[src/rtl/mcu_read_sched.sv]
// MCU row-read scheduler: walks a frame band by band and issues one 8-pixel block row per cycle
// in MCU order, paced by band-buffer credits granted by the writer.
module mcu_read_sched #(
    parameter int SENSOR_X_SIZE = 720,
    parameter int SENSOR_Y_SIZE = 720,
    localparam int XW = $clog2(SENSOR_X_SIZE),
    localparam int YW = $clog2(SENSOR_Y_SIZE)
) (
    input  logic          clk,
    input  logic          resetn,
    input  logic          start,
    input  logic [1:0]    mode,
    input  logic [XW-1:0] x_size_m1,
    input  logic [YW-1:0] y_size_m1,
    input  logic          band_ready,
    input  logic          rd_hold,
    output logic          rd_valid,
    output logic          rd_luma,
    output logic [1:0]    rd_comp,
    output logic [XW-1:0] rd_x,
    output logic [3:0]    rd_line,
    output logic          rd_buf,
    output logic [2:0]    rd_row,
    output logic          gray_out,
    output logic          band_done,
    output logic          frame_done,
    output logic          ovf_err
);

    localparam logic [XW-1:0] X_ONE = {{(XW-1){1'b0}}, 1'b1};
    localparam logic [YW-1:0] Y_ONE = {{(YW-1){1'b0}}, 1'b1};

    typedef enum logic [1:0] {ST_IDLE = 2'd0, ST_WAIT_BAND = 2'd1, ST_READ = 2'd2} state_t;

    state_t          state_q, state_d;
    logic [1:0]      mode_q, mode_d;
    logic [XW-1:0]   xsz_q, xsz_d;
    logic [YW-1:0]   ysz_q, ysz_d;
    logic [1:0]      credits_q, credits_d;
    logic [YW-1:0]   band_q, band_d;
    logic [XW-1:0]   mcu_q, mcu_d;
    logic [2:0]      blk_q, blk_d;
    logic [2:0]      row_q, row_d;
    logic            buf_q, buf_d;
    logic            ovf_q, ovf_d;
    logic            band_done_q, band_done_d;
    logic            frame_done_q, frame_done_d;

    logic [2:0]      last_blk_s, n_luma_s;
    logic [XW-1:0]   last_mcu_s, mcu_x_s, x_s;
    logic [YW-1:0]   last_band_s, last_line_s;
    logic [YW+3:0]   band_base_s, abs_line_s;
    logic [3:0]      raw_line_s, line_s;
    logic [1:0]      comp_s;
    logic            wide_s, tall_s, luma_s, xsub_s, ysub_s, comp_tall_s, gray_s;
    logic            in_read_s, band_end_s;

    // Frame geometry from the latched mode and size
    always_comb begin
        case (mode_q)
            2'd0:    begin last_blk_s = 3'd5; n_luma_s = 3'd4; end
            2'd1:    begin last_blk_s = 3'd3; n_luma_s = 3'd2; end
            2'd2:    begin last_blk_s = 3'd2; n_luma_s = 3'd1; end
            default: begin last_blk_s = 3'd0; n_luma_s = 3'd1; end
        endcase
        wide_s      = ~mode_q[1];
        tall_s      = (mode_q == 2'd0);
        last_mcu_s  = wide_s ? (xsz_q >> 4) : (xsz_q >> 3);
        last_band_s = tall_s ? (ysz_q >> 4) : (ysz_q >> 3);
    end

    // Current block decode, pixel position and bottom-edge line clamp
    always_comb begin
        luma_s      = (blk_q < n_luma_s);
        comp_s      = luma_s ? 2'd0 : 2'(blk_q - n_luma_s + 3'd1);
        xsub_s      = luma_s & wide_s & blk_q[0];
        ysub_s      = luma_s & tall_s & blk_q[1];
        mcu_x_s     = wide_s ? (mcu_q << 4) : (mcu_q << 3);
        x_s         = luma_s ? (mcu_x_s + {{(XW-4){1'b0}}, xsub_s, 3'b000}) : (mcu_q << 3);
        raw_line_s  = {ysub_s, row_q};
        // Mode-0 chroma is vertically halved: 8-line bands against half the image height
        comp_tall_s = luma_s & tall_s;
        last_line_s = (~luma_s & tall_s) ? (ysz_q >> 1) : ysz_q;
        band_base_s = comp_tall_s ? {band_q, 4'b0000} : {1'b0, band_q, 3'b000};
        abs_line_s  = band_base_s + {{YW{1'b0}}, raw_line_s};
        if (abs_line_s > {4'b0000, last_line_s}) begin
            line_s = comp_tall_s ? last_line_s[3:0] : {1'b0, last_line_s[2:0]};
        end else begin
            line_s = raw_line_s;
        end
        gray_s = luma_s & (x_s > xsz_q);
    end

    assign in_read_s  = (state_q == ST_READ);
    assign rd_valid   = in_read_s & ~rd_hold;
    assign rd_luma    = in_read_s & luma_s;
    assign rd_comp    = in_read_s ? comp_s : 2'd0;
    assign rd_x       = in_read_s ? x_s : {XW{1'b0}};
    assign rd_line    = in_read_s ? line_s : 4'd0;
    assign rd_row     = in_read_s ? row_q : 3'd0;
    assign gray_out   = in_read_s & gray_s;
    assign rd_buf     = buf_q;
    assign band_done  = band_done_q;
    assign frame_done = frame_done_q;
    assign ovf_err    = ovf_q;

    // Next-state: sequencing counters, credits and band/frame completion
    always_comb begin
        state_d      = state_q;
        mode_d       = mode_q;
        xsz_d        = xsz_q;
        ysz_d        = ysz_q;
        band_d       = band_q;
        mcu_d        = mcu_q;
        blk_d        = blk_q;
        row_d        = row_q;
        buf_d        = buf_q;
        credits_d    = credits_q;
        ovf_d        = ovf_q;
        band_done_d  = 1'b0;
        frame_done_d = 1'b0;
        band_end_s   = 1'b0;
        case (state_q)
            ST_IDLE: begin
                if (start) begin
                    mode_d  = mode;
                    xsz_d   = x_size_m1;
                    ysz_d   = y_size_m1;
                    band_d  = {YW{1'b0}};
                    mcu_d   = {XW{1'b0}};
                    blk_d   = 3'd0;
                    row_d   = 3'd0;
                    state_d = ST_WAIT_BAND;
                end else begin
                    state_d = ST_IDLE;
                end
            end
            ST_WAIT_BAND: begin
                if (credits_q != 2'd0) begin
                    state_d = ST_READ;
                end else begin
                    state_d = ST_WAIT_BAND;
                end
            end
            ST_READ: begin
                if (!rd_hold) begin
                    row_d = row_q + 3'd1;
                    if (row_q == 3'd7) begin
                        if (blk_q == last_blk_s) begin
                            blk_d = 3'd0;
                            if (mcu_q == last_mcu_s) begin
                                mcu_d      = {XW{1'b0}};
                                band_end_s = 1'b1;
                            end else begin
                                mcu_d = mcu_q + X_ONE;
                            end
                        end else begin
                            blk_d = blk_q + 3'd1;
                        end
                    end else begin
                        blk_d = blk_q;
                    end
                end else begin
                    row_d = row_q;
                end
            end
            default: state_d = ST_IDLE;
        endcase

        // A grant arriving on the release edge cancels out; a grant beyond two is dropped
        if (band_ready && !band_end_s) begin
            if (credits_q == 2'd2) begin
                ovf_d = 1'b1;
            end else begin
                credits_d = credits_q + 2'd1;
            end
        end else if (!band_ready && band_end_s) begin
            credits_d = credits_q - 2'd1;
        end else begin
            credits_d = credits_q;
        end

        if (band_end_s) begin
            buf_d       = ~buf_q;
            band_done_d = 1'b1;
            if (band_q == last_band_s) begin
                frame_done_d = 1'b1;
                band_d       = {YW{1'b0}};
                state_d      = ST_IDLE;
            end else begin
                band_d  = band_q + Y_ONE;
                state_d = (credits_d != 2'd0) ? ST_READ : ST_WAIT_BAND;
            end
        end else begin
            band_done_d = 1'b0;
        end
    end

    // State register with asynchronous reset
    always_ff @(posedge clk or negedge resetn) begin
        if (!resetn) begin
            state_q      <= ST_IDLE;
            mode_q       <= 2'd0;
            xsz_q        <= {XW{1'b0}};
            ysz_q        <= {YW{1'b0}};
            credits_q    <= 2'd0;
            band_q       <= {YW{1'b0}};
            mcu_q        <= {XW{1'b0}};
            blk_q        <= 3'd0;
            row_q        <= 3'd0;
            buf_q        <= 1'b0;
            ovf_q        <= 1'b0;
            band_done_q  <= 1'b0;
            frame_done_q <= 1'b0;
        end else begin
            state_q      <= state_d;
            mode_q       <= mode_d;
            xsz_q        <= xsz_d;
            ysz_q        <= ysz_d;
            credits_q    <= credits_d;
            band_q       <= band_d;
            mcu_q        <= mcu_d;
            blk_q        <= blk_d;
            row_q        <= row_d;
            buf_q        <= buf_d;
            ovf_q        <= ovf_d;
            band_done_q  <= band_done_d;
            frame_done_q <= frame_done_d;
        end
    end

endmodule

[config.mk]
export PLATFORM = sky130hd
export DESIGN_NAME = mcu_read_sched
export DESIGN_NICKNAME = d
export VERILOG_FILES = /design/src/rtl/mcu_read_sched.sv
export SDC_FILE = /design/constraint.sdc
export NUM_CORES = 1
export LEC_CHECK = 0
export ABC_AREA = 1
export BUFFER_PORTS_ARGS = -buffer_cell sky130_fd_sc_hd__buf_2
export CAP_MARGIN = 20
export CELL_PAD_IN_SITES_DETAIL_PLACEMENT = 1
export CELL_PAD_IN_SITES_GLOBAL_PLACEMENT = 2
export CORE_UTILIZATION = 30
export DETAILED_ROUTE_END_ITERATION = 8
export PLACE_DENSITY = 0.74
export SLEW_MARGIN = 10
export SYNTH_ARGS = -nofsm -noshare
export SYNTH_HDL_FRONTEND = slang
export SYNTH_SLANG_ARGS = --single-unit
[constraint.sdc]
create_clock -name clk -period 3.8 [get_ports clk]
set_input_delay 0.57 -clock clk [delete_from_list [all_inputs] [get_ports clk]]
set_output_delay 0.57 -clock clk [all_outputs]
set_load 0.005 [all_outputs]
==> impl_metrics.ini <==
[timing]
timing.final.crit_share_pct = 106
rsz0062_at_grt = yes
fin_skew_ns = 0.00765
setup_viol = 5
relSlewSlack_pct = 63.6
drv_slew = 0
hold_viol_final = 0
worst_pin_slew_ns = 0.540
finalCriticalPeriod_ns = 4.03
fmax_ghz = 0.248
worst_slack_ns = -0.233

[placement]
dp.cells = 813
hpwlAfterDp_microns = 9800
finalWeightedCongestion = 0.780
port_buffers = 49

[global_routing]
use_met3_pct = 2.66
track_usage_pct = 18.9
use_met2_pct = 34.1
grt_use_met1_pct = 22.5
grt_overflow = 0
grt_pass1_vias = 4264
antenna_found_initial = 0
gr-max-usage-layer = met2
grt_max_degree = 42
grt_pass1_wl_microns = 21300

[die]
dieArea_sq_um = 14400
die_width_microns = 120
start_util_pct = 31.2
dieHeight_microns = 120
rows = 42
io_pins = 53
core-area_sq_um = 13400

[yosys]
synth_cells = 587
synth.avg_cell_area_sq_um = 7.12
yosys_warnings = 0
syn_area_sq_um = 4180
synth-seq-cells = 56
yosysSeqAreaShare_pct = 33.5
ys_types = 42

[routing]
vias = 4024
first_pass_iters = 4
drc = 0
first_iter_violations = 101
totalWireLength_microns = 12800
drt.antenna.violating_nets = 0
viasPerCell = 4.82
wl_per_cell_microns = 15.3

[critical_path]
cpPeakStageDelay_ns = 0.42
cp_cell_sequence = inv_4, ha_4, inv_2, ha_4, a21oi_2, nand2_2, nor2_4, buf_4, o21ai_2, ha_1, ha_1, nand4_1, o221a_2, o21ai_2, nand2_1, nand2_2, inv_2, nand2_1, nand2_1, nor2_1, buf_2
crit_path_frequent_cell = nand2_1
cp.arrival_ns = 3.46
required_ns = 3.23
crit_fanout = 6
crit_type = reg -> out
start_kind = flop
rr_endpoint = mcu_q[3]
end_kind = output pin
r2r_start = mode_q[1]
slowest_stage = dfrtp_2
rr_worst_depth = 15
r2r_slack_ns = 1.06

[run_status]
status = finished with violations
violations = setup timing

[power]
ir_worst_vdd_uv = 323
p_leak_nw = 2.54
pwr_density_cell_nw_per_um2 = 835

[layout]
drive_gt1_share_pct = 21.7
nFillCells = 1676
multi_input_area_sq_um = 2540
antenna_cells = 0
area_growth_pct = 22.7
fin_util_pct = 38.3
seq_area_sq_um = 1400
stdcell_count = 835
finalNetCount = 719

[clock_network]
cts_tree = yes
h-tree-depth = 2
cts_buffer_depth = 2
clk_pin_slew_ns = 0.08
cts.sinks = 56
root_buffer = clkbuf_16
numCtsBuffers = 5
clock_latency_ns = 0.31

[flow_run]
drv_cap = 0

[worst_hold_path]
hp-class = in -> async
==> power breakdown <==
part | internal, W | switching (W) | leakage, nW | total, W
Clock | 0.000311 | 0.000239 | 0.0808 | 0.000551
Sequential | 0.000761 | 0.000153 | 0.727 | 0.000914
Combinational | 0.00112 | 0.00170 | 1.73 | 0.00282
Total | 0.00219 | 0.00209 | 2.54 | 0.00428
==> layout make-up <==
cell class	instances	area share, %
clock buffers	6	2.51
clock inverters	2	0.683
inverters	86	6.34
multi-input cells	433	49.5
flip-flops and latches	56	27.3
well taps	176	4.29
repair buffers	76	9.37
==> what timing repair did <==
item,CTS,global route
endpoints found under the setup margin,5,5
setup buffers,7,6
pin swaps,17,15
gates resized for setup,28,11
hold buffers,0,0
==> layout by cell type (no fill, tap or decap), drive strengths merged, types with 16 or more instances in the layout <==
cell type    n
nand2      164
inv         86
buf         76
o21ai       75
dfrtp       56
nor2        43
ha          34
nand3       30
a21oi       21
xor2        17
nor3        16
==> per-stage QoR <==
stage / instance area, sq um / hold WS [ns] / total power, W / setup TNS, ns / setup WS, ns
2_1_floorplan: 4240 / 0.274 / 0.00257 / 0 / 0.00525
3_3_place_gp: 4720 / 0.449 / 0.00328 / 0 / 0.0177
3_5_place_dp: 4720 / 0.464 / 0.00337 / -0.364 / -0.112
4_1_cts: 5030 / 0.447 / 0.00418 / -0.878 / -0.188
5_1_grt: 5130 / 0.232 / 0.00474 / -2.31 / -0.496
6_report: 5130 / 0.209 / 0.00428 / -0.984 / -0.233
==> Yosys cell counts <==
library cell,count,area share (%)
clkbuf_1,7,0.63
nor4_2,1,0.30
nor3_2,1,0.24
xnor2_1,2,0.42
dfrtp_1,56,34
conb_1,1,0.090
buf_2,2,0.24
inv_1,80,7.2
nand3_4,1,0.42
o221a_2,1,0.27
nor2_4,6,1.6
a21oi_1,20,2.4
or3_1,1,0.15
nor4b_1,1,0.21
buf_4,4,0.72
nand4_1,5,0.75
nand2_2,5,0.75
nand3_1,27,3.2
o21ai_1,3,0.36
and2_1,1,0.15
xor2_1,17,3.6
a211oi_1,1,0.18
nor3_1,15,1.8
buf_6,1,0.27
a31o_2,1,0.21
a31oi_1,2,0.30
or2_2,1,0.15
nand2_1,158,14
o22ai_1,6,0.90
nor3b_1,1,0.18
nand3_2,2,0.48
nor4_1,1,0.15
a221oi_1,1,0.21
o21ai_0,72,8.6
nand2_4,1,0.27
ha_1,34,10
nor2_2,1,0.15
inv_2,6,0.54
nand3b_1,3,0.54
nor2_1,36,3.2
buf_1,1,0.090
a21oi_2,1,0.21
==> sequential cells by signal (all words and copies together) (netlist names) <==
signal	count
rd_buf	1
row_q	3
band_done	1
mode_q	2
mcu_q	10
state_q	2
ovf_err	1
xsz_q	10
credits_q	2
ysz_q	10
blk_q	3
frame_done	1
band_q	10
==> worst max-delay path: cells and delay by family (launching register included) <==
family / cells / cell delay (ns)
adders and majority gates: 4 / 0.95
and+or+nand+nor: 8 / 0.81
AOI/OAI and AO/OA: 4 / 0.54
buffers and inverters: 5 / 0.44
DFF: 1 / 0.42
==> per-layer routing <==
| layer | wire length (microns) | part of all wire [%] | vias to the layer above |
|---|---|---|---|
| li1 | - | - | 2029 |
| met1 | 5680 | 44 | 1943 |
| met2 | 6580 | 51 | 35 |
| met3 | 237 | 1.9 | 17 |
| met4 | 280 | 2.2 | 0 |
| met5 | 0 | 0 | - |
==> worst max path at each step <==
stage | cells past startpoint | slack (ns) | startpoint | to
2_1_floorplan | 23 | 0.005 | mode_q[1] | gray_out
3_3_place_gp | 22 | 0.02 | mode_q[0] | rd_line[3]
3_5_place_dp | 20 | -0.11 | mode_q[0] | rd_line[3]
4_1_cts | 20 | -0.19 | mode_q[1] | rd_line[3]
5_1_grt | 23 | -0.50 | mode_q[1] | rd_line[0]
6_report | 21 | -0.23 | mode_q[1] | rd_line[3]
==> cell families (layout without fill, tap and decap cells) <==
group | after synthesis | count (layout) | share of synthesized area [%]
other | 1 | 4 | 0.0897
XOR/XNOR | 19 | 19 | 3.98
adder cells (fa/ha/maj) | 34 | 34 | 10.2
buffers and inverters | 101 | 170 | 9.66
AO/OA/AOI/OAI | 108 | 108 | 13.6
flip-flops | 56 | 56 | 33.5
AND/OR/NAND/NOR | 268 | 268 | 28.9
(Power assumes the default switching activity.)
